===== config.mk =====
export PLATFORM = sky130hd
export DESIGN_NAME = sram_arbiter_flat
export DESIGN_NICKNAME = d
export VERILOG_FILES = /design/src/rtl/sram_arbiter_if.sv /design/src/rtl/sram_arbiter.sv /design/src/flat_wrapper.sv
export SDC_FILE = /design/constraint.sdc
export NUM_CORES = 1
export LEC_CHECK = 0
export ABC_AREA = 1
export CAP_MARGIN = 20
export CORE_MARGIN = 5
export CORE_UTILIZATION = 50
export DETAILED_ROUTE_END_ITERATION = 10
export DONT_BUFFER_PORTS = 1
export PLACE_DENSITY = 0.67
export SETUP_SLACK_MARGIN = 0.1
export SLEW_MARGIN = 10
export SYNTH_ARGS = -nofsm -noshare
export SYNTH_HDL_FRONTEND = slang
export SYNTH_SLANG_ARGS = --single-unit

===== constraint.sdc =====
create_clock -name i_clk -period 5.52 [get_ports i_clk]
set_input_delay 1.656 -clock i_clk [delete_from_list [all_inputs] [get_ports i_clk]]
set_output_delay 1.656 -clock i_clk [all_outputs]
set_load 0.02 [all_outputs]

===== src/rtl/sram_arbiter_if.sv =====
// sram_arbiter_if: request/response ports for masters A and B plus the SRAM pin bundle.
// Latency: none, wires only.
// Backpressure: none here; masters hold a level req until they see their ack.
interface sram_arbiter_if #(
  parameter int ADDR_W = 20
);
  // Port A (loader / write master)
  logic              i_a_req;
  logic              i_a_we;
  logic [ADDR_W-1:0] i_a_addr;
  logic [15:0]       i_a_wdata;
  logic [1:0]        i_a_be;
  logic              o_a_ack;
  logic [15:0]       o_a_rdata;
  // Port B (runtime master)
  logic              i_b_req;
  logic              i_b_we;
  logic [ADDR_W-1:0] i_b_addr;
  logic [15:0]       i_b_wdata;
  logic [1:0]        i_b_be;
  logic              o_b_ack;
  logic [15:0]       o_b_rdata;
  // SRAM pins
  logic [ADDR_W-1:0] o_sram_addr;
  logic [15:0]       o_sram_wdata;
  logic              o_sram_data_oe;
  logic [15:0]       i_sram_rdata;
  logic              o_sram_oe_n;
  logic              o_sram_we_n;
  logic              o_sram_ub_n;
  logic              o_sram_lb_n;
  logic              o_busy;

  // The arbiter side
  modport slave (
    input  i_a_req, i_a_we, i_a_addr, i_a_wdata, i_a_be,
    input  i_b_req, i_b_we, i_b_addr, i_b_wdata, i_b_be,
    input  i_sram_rdata,
    output o_a_ack, o_a_rdata, o_b_ack, o_b_rdata,
    output o_sram_addr, o_sram_wdata, o_sram_data_oe,
    output o_sram_oe_n, o_sram_we_n, o_sram_ub_n, o_sram_lb_n, o_busy
  );

  // The masters and the SRAM device side
  modport master (
    output i_a_req, i_a_we, i_a_addr, i_a_wdata, i_a_be,
    output i_b_req, i_b_we, i_b_addr, i_b_wdata, i_b_be,
    output i_sram_rdata,
    input  o_a_ack, o_a_rdata, o_b_ack, o_b_rdata,
    input  o_sram_addr, o_sram_wdata, o_sram_data_oe,
    input  o_sram_oe_n, o_sram_we_n, o_sram_ub_n, o_sram_lb_n, o_busy
  );
endinterface


===== src/rtl/sram_arbiter.sv =====
// sram_arbiter: two-port arbiter + setup/strobe/hold sequencer owning the async 16-bit SRAM pins.
// Latency: ack in cycle WAIT_CYCLES+2 after req is sampled in IDLE; one access per WAIT_CYCLES+3 cycles.
// Backpressure: level req held until ack; tie loser waits. SRAM_ARB_RR_EN = round-robin ties, else A wins.
module sram_arbiter #(
  parameter int WAIT_CYCLES = 2,
  parameter int ADDR_W      = 20
) (
  input logic           i_clk,
  input logic           i_rst,
  sram_arbiter_if.slave bus
);

  typedef enum logic [1:0] {IDLE, SETUP, STROBE, HOLD} state_t;

  state_t            state_q, state_d;
  logic [3:0]        cnt_q, cnt_d;
  logic              gnt_b_q, gnt_b_d;    // 1 = port B owns the current access
  logic              cmd_we_q, cmd_we_d;
  logic [ADDR_W-1:0] addr_q, addr_d;
  logic [15:0]       wdata_q, wdata_d;
  logic [15:0]       a_rdata_q, a_rdata_d, b_rdata_q, b_rdata_d;
  logic              oe_n_q, oe_n_d, we_n_q, we_n_d, ub_n_q, ub_n_d, lb_n_q, lb_n_d;
  logic              data_oe_q, data_oe_d, a_ack_q, a_ack_d, b_ack_q, b_ack_d;
  logic              busy_q, busy_d;
  logic              pick_b;

`ifdef SRAM_ARB_RR_EN
  logic              last_b_q, last_b_d;  // 1 = B took the most recent grant
  // Round-robin: on a tie the port that did not win last time goes first
  assign pick_b = bus.i_b_req & (~bus.i_a_req | ~last_b_q);
`else
  // Fixed priority: A always wins a tie
  assign pick_b = bus.i_b_req & ~bus.i_a_req;
`endif

  // Next-state and registered-output logic for the access sequencer
  always_comb begin
    state_d   = state_q;
    cnt_d     = cnt_q;
    gnt_b_d   = gnt_b_q;
    cmd_we_d  = cmd_we_q;
    addr_d    = addr_q;
    wdata_d   = wdata_q;
    a_rdata_d = a_rdata_q;
    b_rdata_d = b_rdata_q;
    oe_n_d    = 1'b1;
    we_n_d    = 1'b1;
    ub_n_d    = ub_n_q;
    lb_n_d    = lb_n_q;
    data_oe_d = data_oe_q;
    a_ack_d   = 1'b0;
    b_ack_d   = 1'b0;
`ifdef SRAM_ARB_RR_EN
    last_b_d  = last_b_q;
`endif
    case (state_q)
      IDLE: begin
        ub_n_d    = 1'b1;
        lb_n_d    = 1'b1;
        data_oe_d = 1'b0;
        if (bus.i_a_req || bus.i_b_req) begin
          state_d   = SETUP;
          gnt_b_d   = pick_b;
`ifdef SRAM_ARB_RR_EN
          last_b_d  = pick_b;
`endif
          cmd_we_d  = pick_b ? bus.i_b_we : bus.i_a_we;
          addr_d    = pick_b ? bus.i_b_addr : bus.i_a_addr;
          ub_n_d    = pick_b ? ~bus.i_b_be[1] : ~bus.i_a_be[1];
          lb_n_d    = pick_b ? ~bus.i_b_be[0] : ~bus.i_a_be[0];
          data_oe_d = cmd_we_d;
          if (cmd_we_d) wdata_d = pick_b ? bus.i_b_wdata : bus.i_a_wdata;
        end
      end
      SETUP: begin
        state_d = STROBE;
        cnt_d   = 4'(WAIT_CYCLES - 1);
        oe_n_d  = cmd_we_q;
        we_n_d  = ~cmd_we_q;
      end
      STROBE: begin
        if (cnt_q == 4'd0) begin
          // Last strobe cycle: release strobes, capture read data, ack in HOLD
          state_d = HOLD;
          a_ack_d = ~gnt_b_q;
          b_ack_d = gnt_b_q;
          if (!cmd_we_q) begin
            if (gnt_b_q) b_rdata_d = bus.i_sram_rdata;
            else         a_rdata_d = bus.i_sram_rdata;
          end
        end else begin
          cnt_d  = cnt_q - 4'd1;
          oe_n_d = oe_n_q;
          we_n_d = we_n_q;
        end
      end
      HOLD: begin
        // addr/be/data_oe were held through HOLD for write hold time; release now
        state_d   = IDLE;
        ub_n_d    = 1'b1;
        lb_n_d    = 1'b1;
        data_oe_d = 1'b0;
      end
      default: state_d = IDLE;
    endcase
    busy_d = (state_d != IDLE);
  end

  // State and output registers; reset parks the SRAM pins in their idle levels
  always_ff @(posedge i_clk or posedge i_rst) begin
    if (i_rst) begin
      state_q   <= IDLE;
      cnt_q     <= 4'd0;
      gnt_b_q   <= 1'b1;
      cmd_we_q  <= 1'b0;
      addr_q    <= '0;
      wdata_q   <= 16'h0000;
      a_rdata_q <= 16'h0000;
      b_rdata_q <= 16'h0000;
      oe_n_q    <= 1'b1;
      we_n_q    <= 1'b1;
      ub_n_q    <= 1'b1;
      lb_n_q    <= 1'b1;
      data_oe_q <= 1'b0;
      a_ack_q   <= 1'b0;
      b_ack_q   <= 1'b0;
      busy_q    <= 1'b0;
`ifdef SRAM_ARB_RR_EN
      last_b_q  <= 1'b1;
`endif
    end else begin
      state_q   <= state_d;
      cnt_q     <= cnt_d;
      gnt_b_q   <= gnt_b_d;
      cmd_we_q  <= cmd_we_d;
      addr_q    <= addr_d;
      wdata_q   <= wdata_d;
      a_rdata_q <= a_rdata_d;
      b_rdata_q <= b_rdata_d;
      oe_n_q    <= oe_n_d;
      we_n_q    <= we_n_d;
      ub_n_q    <= ub_n_d;
      lb_n_q    <= lb_n_d;
      data_oe_q <= data_oe_d;
      a_ack_q   <= a_ack_d;
      b_ack_q   <= b_ack_d;
      busy_q    <= busy_d;
`ifdef SRAM_ARB_RR_EN
      last_b_q  <= last_b_d;
`endif
    end
  end

  assign bus.o_a_ack        = a_ack_q;
  assign bus.o_a_rdata      = a_rdata_q;
  assign bus.o_b_ack        = b_ack_q;
  assign bus.o_b_rdata      = b_rdata_q;
  assign bus.o_sram_addr    = addr_q;
  assign bus.o_sram_wdata   = wdata_q;
  assign bus.o_sram_data_oe = data_oe_q;
  assign bus.o_sram_oe_n    = oe_n_q;
  assign bus.o_sram_we_n    = we_n_q;
  assign bus.o_sram_ub_n    = ub_n_q;
  assign bus.o_sram_lb_n    = lb_n_q;
  assign bus.o_busy         = busy_q;

endmodule


===== src/flat_wrapper.sv =====
// flat-port wrapper written by rule: the top's interface ports become plain ports
module sram_arbiter_flat 
#(
  parameter int WAIT_CYCLES = 2,
  parameter int ADDR_W      = 20
)
  (i_clk, i_rst, bus_i_a_req, bus_i_a_we, bus_i_a_addr, bus_i_a_wdata, bus_i_a_be, bus_i_b_req, bus_i_b_we, bus_i_b_addr, bus_i_b_wdata, bus_i_b_be, bus_i_sram_rdata, bus_o_a_ack, bus_o_a_rdata, bus_o_b_ack, bus_o_b_rdata, bus_o_sram_addr, bus_o_sram_wdata, bus_o_sram_data_oe, bus_o_sram_oe_n, bus_o_sram_we_n, bus_o_sram_ub_n, bus_o_sram_lb_n, bus_o_busy);
  sram_arbiter_if #(.ADDR_W(ADDR_W)) bus_i ();
  input logic i_clk;
  input logic i_rst;
  input wire logic [$bits(bus_i.i_a_req)-1:0] bus_i_a_req;
  input wire logic [$bits(bus_i.i_a_we)-1:0] bus_i_a_we;
  input wire logic [$bits(bus_i.i_a_addr)-1:0] bus_i_a_addr;
  input wire logic [$bits(bus_i.i_a_wdata)-1:0] bus_i_a_wdata;
  input wire logic [$bits(bus_i.i_a_be)-1:0] bus_i_a_be;
  input wire logic [$bits(bus_i.i_b_req)-1:0] bus_i_b_req;
  input wire logic [$bits(bus_i.i_b_we)-1:0] bus_i_b_we;
  input wire logic [$bits(bus_i.i_b_addr)-1:0] bus_i_b_addr;
  input wire logic [$bits(bus_i.i_b_wdata)-1:0] bus_i_b_wdata;
  input wire logic [$bits(bus_i.i_b_be)-1:0] bus_i_b_be;
  input wire logic [$bits(bus_i.i_sram_rdata)-1:0] bus_i_sram_rdata;
  output wire logic [$bits(bus_i.o_a_ack)-1:0] bus_o_a_ack;
  output wire logic [$bits(bus_i.o_a_rdata)-1:0] bus_o_a_rdata;
  output wire logic [$bits(bus_i.o_b_ack)-1:0] bus_o_b_ack;
  output wire logic [$bits(bus_i.o_b_rdata)-1:0] bus_o_b_rdata;
  output wire logic [$bits(bus_i.o_sram_addr)-1:0] bus_o_sram_addr;
  output wire logic [$bits(bus_i.o_sram_wdata)-1:0] bus_o_sram_wdata;
  output wire logic [$bits(bus_i.o_sram_data_oe)-1:0] bus_o_sram_data_oe;
  output wire logic [$bits(bus_i.o_sram_oe_n)-1:0] bus_o_sram_oe_n;
  output wire logic [$bits(bus_i.o_sram_we_n)-1:0] bus_o_sram_we_n;
  output wire logic [$bits(bus_i.o_sram_ub_n)-1:0] bus_o_sram_ub_n;
  output wire logic [$bits(bus_i.o_sram_lb_n)-1:0] bus_o_sram_lb_n;
  output wire logic [$bits(bus_i.o_busy)-1:0] bus_o_busy;
  assign bus_i.i_a_req = bus_i_a_req;
  assign bus_i.i_a_we = bus_i_a_we;
  assign bus_i.i_a_addr = bus_i_a_addr;
  assign bus_i.i_a_wdata = bus_i_a_wdata;
  assign bus_i.i_a_be = bus_i_a_be;
  assign bus_i.i_b_req = bus_i_b_req;
  assign bus_i.i_b_we = bus_i_b_we;
  assign bus_i.i_b_addr = bus_i_b_addr;
  assign bus_i.i_b_wdata = bus_i_b_wdata;
  assign bus_i.i_b_be = bus_i_b_be;
  assign bus_i.i_sram_rdata = bus_i_sram_rdata;
  assign bus_o_a_ack = bus_i.o_a_ack;
  assign bus_o_a_rdata = bus_i.o_a_rdata;
  assign bus_o_b_ack = bus_i.o_b_ack;
  assign bus_o_b_rdata = bus_i.o_b_rdata;
  assign bus_o_sram_addr = bus_i.o_sram_addr;
  assign bus_o_sram_wdata = bus_i.o_sram_wdata;
  assign bus_o_sram_data_oe = bus_i.o_sram_data_oe;
  assign bus_o_sram_oe_n = bus_i.o_sram_oe_n;
  assign bus_o_sram_we_n = bus_i.o_sram_we_n;
  assign bus_o_sram_ub_n = bus_i.o_sram_ub_n;
  assign bus_o_sram_lb_n = bus_i.o_sram_lb_n;
  assign bus_o_busy = bus_i.o_busy;
  sram_arbiter #(.WAIT_CYCLES(WAIT_CYCLES), .ADDR_W(ADDR_W)) u_core (.i_clk(i_clk), .i_rst(i_rst), .bus(bus_i));
endmodule

# Yosys cells after proc, flatten, opt, wreduce, memory -nomap -nowiden
# Index checks and enable logic that the tools add are counted.
# word_totals
reg_bits	84
inputBits	98
output_inout_bits	76
# op_classes
add_sub_neg	1
n_eq_ne	5
n_mux	23
bitwise	8
reduce_logical	11
# op_table
cell	count
2-to-1 mux 20 bit	1
2-to-1 mux 16 bit	1
2-to-1 mux 1 bit	11
one-hot mux 1 bit (2 select lines)	5
one-hot mux 2 bit (4 select lines)	1
one-hot mux 4 bit (2 select lines)	1
AND reduction 4 bit	2
inverter 1 bit	7
nonzero test 2 bit	3
equality test 2 bit, second input constant	2
zero test 4 bit	1
2-to-1 mux 2 bit	2
2-to-1 mux 4 bit	1
AND reduction 2 bit	2
subtractor 4 x 1 -> 4 bit, second input constant	1
AND reduction 3 bit	1
equality test 2 x 1 -> 1 bit, second input constant	1
zero test 2 bit	1
inequality test 2 x 1 -> 1 bit, second input constant	1
inequality test 2 bit, second input constant	1
bitwise AND 1 bit	1
logical OR 1 bit	1

# Longest topological paths before layout
# Gate-level depths: netlist (run 1).
# logic_depth
ltp_word	5
ltp_mapped	9

# Least setup slack after synthesis (run 1)
# Ideal clock, no wire load.
# synth_path
kind	in2reg
from	in bus_i_a_req
to	reg u_core.wdata_q[0], in the netlist u_core.bus.o_sram_wdata[0]
arrival_ps	2338
path_slack_ps	3065
cell_stages	9
n_path_buf	1
cell_sequence	inv_2 > nand2_8 > inv_6 > nand2_4 > nand2_8 > nand2_4 > buf_6 > nand2_1 > nand2_1
# synth_via
elab_chain_cells	4
word_cells_on_any_way	6
classes_between	2 x mux; 2 x bitwise; 2 x reduce/logical
# synth_lines
item	line	text
from (decl)	flat_wrapper.sv:11	input wire logic [$bits(bus_i.i_a_req)-1:0] bus_i_a_req;
inverter 1 bit	sram_arbiter.sv:33	assign pick_b = bus.i_b_req & ~bus.i_a_req;
bitwise AND 1 bit	sram_arbiter.sv:33	
2-to-1 mux 1 bit	sram_arbiter.sv:67	cmd_we_d = pick_b ? bus.i_b_we : bus.i_a_we;
AND reduction 3 bit (no line)	n/a	
to (signal assigned)	sram_arbiter.sv:137	wdata_q <= wdata_d;
to (decl)	sram_arbiter.sv:20	logic [15:0] wdata_q, wdata_d;
# Several ways; a longest one is shown, not always the timed one.
# A chain may end at the register's enable or synchronous reset.

# Final worst setup path (run 1)
# layout_path
from	reg u_core.state_q[0]
to	reg u_core.addr_q[0], in the netlist u_core.bus.o_sram_addr[0]
# layout_via
elab_chain_cells	2
# layout_lines
item	line	text
from (decl)	sram_arbiter.sv:15	state_t state_q, state_d;
from (signal assigned)	sram_arbiter.sv:132	state_q <= state_d;
zero test 2 bit	sram_arbiter.sv:56	case (state_q)
AND reduction 2 bit (no line)	n/a	
to (signal assigned)	sram_arbiter.sv:136	addr_q <= addr_d;
to (decl)	sram_arbiter.sv:19	logic [ADDR_W-1:0] addr_q, addr_d;
# No other way between the ends.

==> qor.txt, run 1 <==
static leakage - 2.04 nW
Final ANT Viol Nets - 0
register area share after synthesis - 54.8%
Ys Warns - 0
vias in the first global route - 2820
leading cell type in the layout, fill and taps excluded - nand2_1
post-route minimum period - 2670 ps
Sw Pwr - 1.15 mW
n_diodes - 0
skew final - 19.6 ps
final setup violating endpoints - 0
Final nets - 540
relative slew slack - 36.1%
final WL - 8580 um
# hold bufs at CTS - 0
initial antenna violation count - 0
Num CTS Buffers - 9
io pins - 174
postcts setup bufs - 0
Placer Congestion - 0.830
FF-to-FF setup slack - 2850 ps
Overall Global Routing Usage - 18.3%
PostCTS Resize Cnt - 0
Net Count, Synth - 549
fraction of layout cells with a size suffix above 1 - 8.14%
CTS Buffer Depth - 2
# clock sinks - 84
Chip Width - 97.7 um
MaxCap Viol Count - 0
hpwl dp - 6310 um
wire per inst - 15.8 um
pin count of the biggest net entering global routing - 50
FP Rows - 32
actual slew at the worst max-slew pin - 957 ps
switching part of the total - 44.9%
grt ovf - 0
Seq cells post-synth - 84
Max FO, Critical Path - 43
fin crit share - 48.4%
worst setup path class - flop to flop
total negative slack - 0 ps
Seq pwr share - 57.0%
DRC - 0
Chip Height - 97.7 um
first-pass GRT wire length - 14100 um
Initial Util - 50.6%
unrepaired setup endpoints after global routing - false
PwrDens - 632 nW/um^2
Die Area - 9550 sq um
Max VDD drop - 291 uV
outcome - complete, no violations
DR vias - 2803
count of cell types in the netlist - 26
logic gate share of total power - 23.7%
1st-pass router iterations - 6
Fin. Hold Viols - 0
Slew Limit Fails - 0
synthesized area - 3850 sq um
CTS tree - built
most frequent cells in the layout - 178 x nand2_1, 79 x dfrtp_1, 40 x nand3_1
CP Launch Type - flop
Max Clk Rate - 0.374 GHz
crit end category - flop
Internal Power - 1.41 mW
core area - 7610 sq um
Worst-path clk slew - 80 ps
IO buf count - 0
Avg Cell Area, Syn - 8.63 sq um
non-filler cells in the finished layout - 544
instance count of the mapped netlist - 446
Min-Delay Path Class - flop to flop
Area Growth Syn to Fin - 5.49%
crit path DAT - 2910 ps
1st-iter DRT viols - 81
Clk Latency, worst-skew pair - 360 ps
CTS Root Cell - clkbuf_8
vias per cell - 5.15
H-tree levels - 3
Critical Path RT - 5760 ps
clock power share - 19.4%
Cells after DPL - 528
==> cells by family after synthesis <==
group,count (synthesis),share of synthesized area [%]
AO/OA/AOI/OAI,65,10.1
buffers and inverters,56,7.48
flip-flops,84,54.8
adder cells (fa/ha/maj),5,1.63
AND/OR/NAND/NOR,236,26.0
==> path summary, 6_finish.rpt <==
path,from,endpoint,cells past startpoint
max reg2reg,u_core.state_q[0],u_core.bus.o_sram_addr[0],6
min in group asynchronous,i_rst,u_core.bus.o_b_rdata[0],1
max in group asynchronous,i_rst,u_core.bus.o_sram_addr[13],2
max,u_core.state_q[0],u_core.bus.o_sram_addr[0],6
min reg2reg,u_core.gnt_b_q,u_core.gnt_b_q,2
min,u_core.gnt_b_q,u_core.gnt_b_q,2
==> registers in the layout (all words and copies together), names as in the netlist, 2 cells and up <==
signal	cells
u_core.bus.o_a_rdata	16
u_core.bus.o_b_rdata	16
u_core.bus.o_sram_addr	20
u_core.bus.o_sram_wdata	16
u_core.cnt_q	4
u_core.state_q	2
==> cell usage after synthesis (all sizes together) <==
cell type    n  share of area [%]
nand3       40                5.2
o22ai        1               0.16
nor3         1               0.13
nor2        10                1.2
nand2      185                 19
dfstp        5                3.4
buf         20                3.8
clkbuf       1              0.097
inv         35                3.5
ha           5                1.6
dfrtp       79                 51
a21oi        5               0.94
o21a        20                3.9
o21ai       39                5.1
==> stage by stage <==
stage	total power [mW]	utilization, %	worst slack [ps]	area (sq um)	hold WS, ps
after floorplan	1.93	-	1710	3850	477
after global placement	2.06	50.4	2610	3830	498
after detailed placement	2.10	50.4	2560	3830	502
after CTS	2.60	53.4	2850	4060	515
after global routing	2.75	53.4	2560	4060	543
final	2.57	53.4	2850	4060	512
==> cell type report <==
type                       count  area, sq um
clock buffer                   9          124
tap                          102          128
clock inverter                 7          103
sequential                    84         2110
fill                         734         3550
timing repair buffer           1         7.51
multi-input combinational    306         1450
inverter                      35          138
==> power groups by stage <==
stage               Clock (mW)  Combinational [mW]  Sequential (mW)
finish                   0.497               0.607             1.46
global route             0.534               0.716             1.50
CTS                      0.507               0.615             1.47
detailed placement           0               0.617             1.48
global placement             0               0.588             1.48
floorplan                    0               0.539             1.40
==> per-layer routing <==
layer,routed length [um],GRT usage (%),up-vias
met5,0,0,-
met4,93,4.79,0
met3,868,8.43,9
met2,4030,28.3,119
met1,3590,23.4,1284
li1,-,-,1391
==> worst max-delay path: stages, from the launching register on <==
cell	delay [ps]
dfrtp_1	410
inv_1	120
ha_1	660
inv_1	260
a21oi_4	790
nand3_1	160
o21a_1	160
Power figures use the tool's default switching activity.
==> run 2: changes to the inputs <==
PLACE_DENSITY = 0.7   (was 0.67)
clock period = 2.4 ns   (was 5.52 ns; I/O delays follow)
==> qor.txt, run 2 (synthesis results as in run 1) <==
outcome - complete, no violations (unchanged)
most frequent cells in the layout - 178 x nand2_1, 79 x dfrtp_1, 40 x nand3_1 (unchanged)
RR Endpoint - u_core.bus.o_a_rdata[15] (was u_core.bus.o_sram_addr[0])
Max Clk Rate - 0.574 GHz (was 0.374 GHz)
delay-heaviest family, CP - simple AND/OR/NAND/NOR gates (was compound AO/OA/AOI/OAI gates)
CP Launch Type - flop (unchanged)
Fin. Hold Viols - 0 (unchanged)
WHS - 323 ps (was 512 ps)
first-pass GRT wire length - 14200 um (was 14100 um)
hpwl dp - 6380 um (was 6310 um)
# clock sinks - 84 (unchanged)
Area Growth Syn to Fin - 6.53% (was 5.49%)
final worst setup slack - 658 ps (was 2850 ps)
worst setup path class - flop to flop (unchanged)
cell chain of the critical path - inv_1 -> ha_1 -> inv_1 -> nor2_2 -> nand2_2 -> nand2_1 -> o21ai_0 (was inv_1 -> ha_1 -> inv_1 -> a21oi_4 -> nand3_1 -> o21a_1)
IO buf count - 0 (unchanged)
WL met2 - 4000 um (was 4030 um)
n_diodes - 0 (unchanged)
pre-CTS setup slack - 420 ps (was 2560 ps)
1st-iter DRT viols - 115 (was 81)
H-tree levels - 3 (unchanged)
Final ANT Viol Nets - 0 (unchanged)
max FFs per register - 20 (unchanged)
actual slew at the worst max-slew pin - 550 ps (was 957 ps)
CTS tree - built (unchanged)
CTS Buffer Depth - 2 (unchanged)
CP most frequent cell - inv_1 (unchanged)
FF-to-FF setup slack - 660 ps (was 2850 ps)
initial antenna violation count - 0 (unchanged)
# hold bufs at CTS - 0 (unchanged)
relative slew slack - 63.2% (was 36.1%)
worst reg2reg startpoint - u_core.state_q[0] (unchanged)
crit end category - flop (unchanged)
crit path DAT - 1940 ps (was 2910 ps)
core area - 7610 sq um (unchanged)
Final nets - 543 (was 540)
critical path buffer and inverter count - 2 (unchanged)
vias per cell - 5.11 (was 5.15)
fraction of layout cells with a size suffix above 1 - 8.76% (was 8.14%)
io pins - 174 (unchanged)
total negative slack - 0 ps (unchanged)
final WL - 8570 um (was 8580 um)
MaxCap Viol Count - 0 (unchanged)
cells on worst reg2reg path - 7 (was 6)
static leakage - 2.05 nW (was 2.04 nW)
CTS Root Cell - clkbuf_8 (unchanged)
Min-Delay Path Class - input port to asynchronous set/reset pin (was flop to flop)
DRC - 0 (unchanged)
unrepaired setup endpoints after global routing - false (unchanged)
Chip Height - 97.7 um (unchanged)
wire per inst - 15.7 um (was 15.8 um)
Max FO, Critical Path - 32 (was 43)
PwrDens - 1430 nW/um^2 (was 632 nW/um^2)
max incr delay on CP - 400 ps (was 790 ps)
Num CTS Buffers - 9 (unchanged)
pin count of the biggest net entering global routing - 49 (was 50)
Chip Width - 97.7 um (unchanged)
Clk Latency, worst-skew pair - 350 ps (was 360 ps)
PostCTS Resize Cnt - 0 (unchanged)
leading cell type in the layout, fill and taps excluded - nand2_1 (unchanged)
Die Area - 9550 sq um (unchanged)
post-route minimum period - 1740 ps (was 2670 ps)
skew final - 19.0 ps (was 19.6 ps)
Placer Congestion - 0.822 (was 0.830)
uppermost layer routed - met4 (unchanged)
Critical Path RT - 2600 ps (was 5760 ps)
Max VDD drop - 836 uV (was 291 uV)
grt ovf - 0 (unchanged)
DR vias - 2794 (was 2803)
M1 WL - 3550 um (was 3590 um)
CP max-delay cell - dfrtp_1 (was a21oi_4)
Overall Global Routing Usage - 18.1% (was 18.3%)
Slew Limit Fails - 0 (unchanged)
postcts setup bufs - 0 (unchanged)
vias in the first global route - 2779 (was 2820)
final setup violating endpoints - 0 (unchanged)
fin crit share - 72.6% (was 48.4%)
Worst-path clk slew - 90 ps (was 80 ps)
1st-pass router iterations - 4 (was 6)
Initial Util - 50.6% (unchanged)
met3 routed WL - 959 um (was 868 um)
FP Rows - 32 (unchanged)
run 2: area by class of cell:
type                       instances  area (sq um)
tap                              102           128
fill                             708          3510
clock inverter                     7          80.1
timing repair buffer               4          67.6
multi-input combinational        306          1450
sequential                        84          2110
clock buffer                       9           124
inverter                          35           140
run 2: routing by layer:
metal	global-route usage, %	vias up
li1	-	1396
met1	23.5	1267
met2	28.0	124
met3	8.00	7
met4	4.79	0
met5	0	-
run 2: how the worst max path moves through the flow:
stage                                 start                          to  slack [ps]  cells after the start
final                     u_core.state_q[0]    u_core.bus.o_a_rdata[15]         660                      7
after global routing      u_core.state_q[0]    u_core.bus.o_a_rdata[14]         430                      7
after global placement          bus_i_a_req  u_core.bus.o_sram_wdata[6]         500                      8
after CTS                 u_core.state_q[0]    u_core.bus.o_a_rdata[10]         650                      6
after floorplan                       i_rst          u_core.bus.o_a_ack         720                      1
after detailed placement        bus_i_a_req  u_core.bus.o_sram_wdata[3]         420                      8
run 2: through the flow:
| stage | instance area (sq um) | instances | power, mW | util (%) |
|---|---|---|---|---|
| after floorplan | 3850 | 446 | 4.45 | - |
| after global placement | 3900 | 531 | 4.79 | 51.2 |
| final | 4100 | 547 | 5.87 | 53.9 |
| after global routing | 4100 | 547 | 6.31 | 53.9 |
| after detailed placement | 3900 | 531 | 4.89 | 51.2 |
| after CTS | 4100 | 547 | 5.94 | 53.9 |
run 2: report_power, final:
part	total, mW	switching [mW]	internal [mW]	leakage, nW
clock network	1.03	0.535	0.498	0.103
logic	1.46	0.880	0.583	0.970
registers	3.37	1.26	2.11	0.979
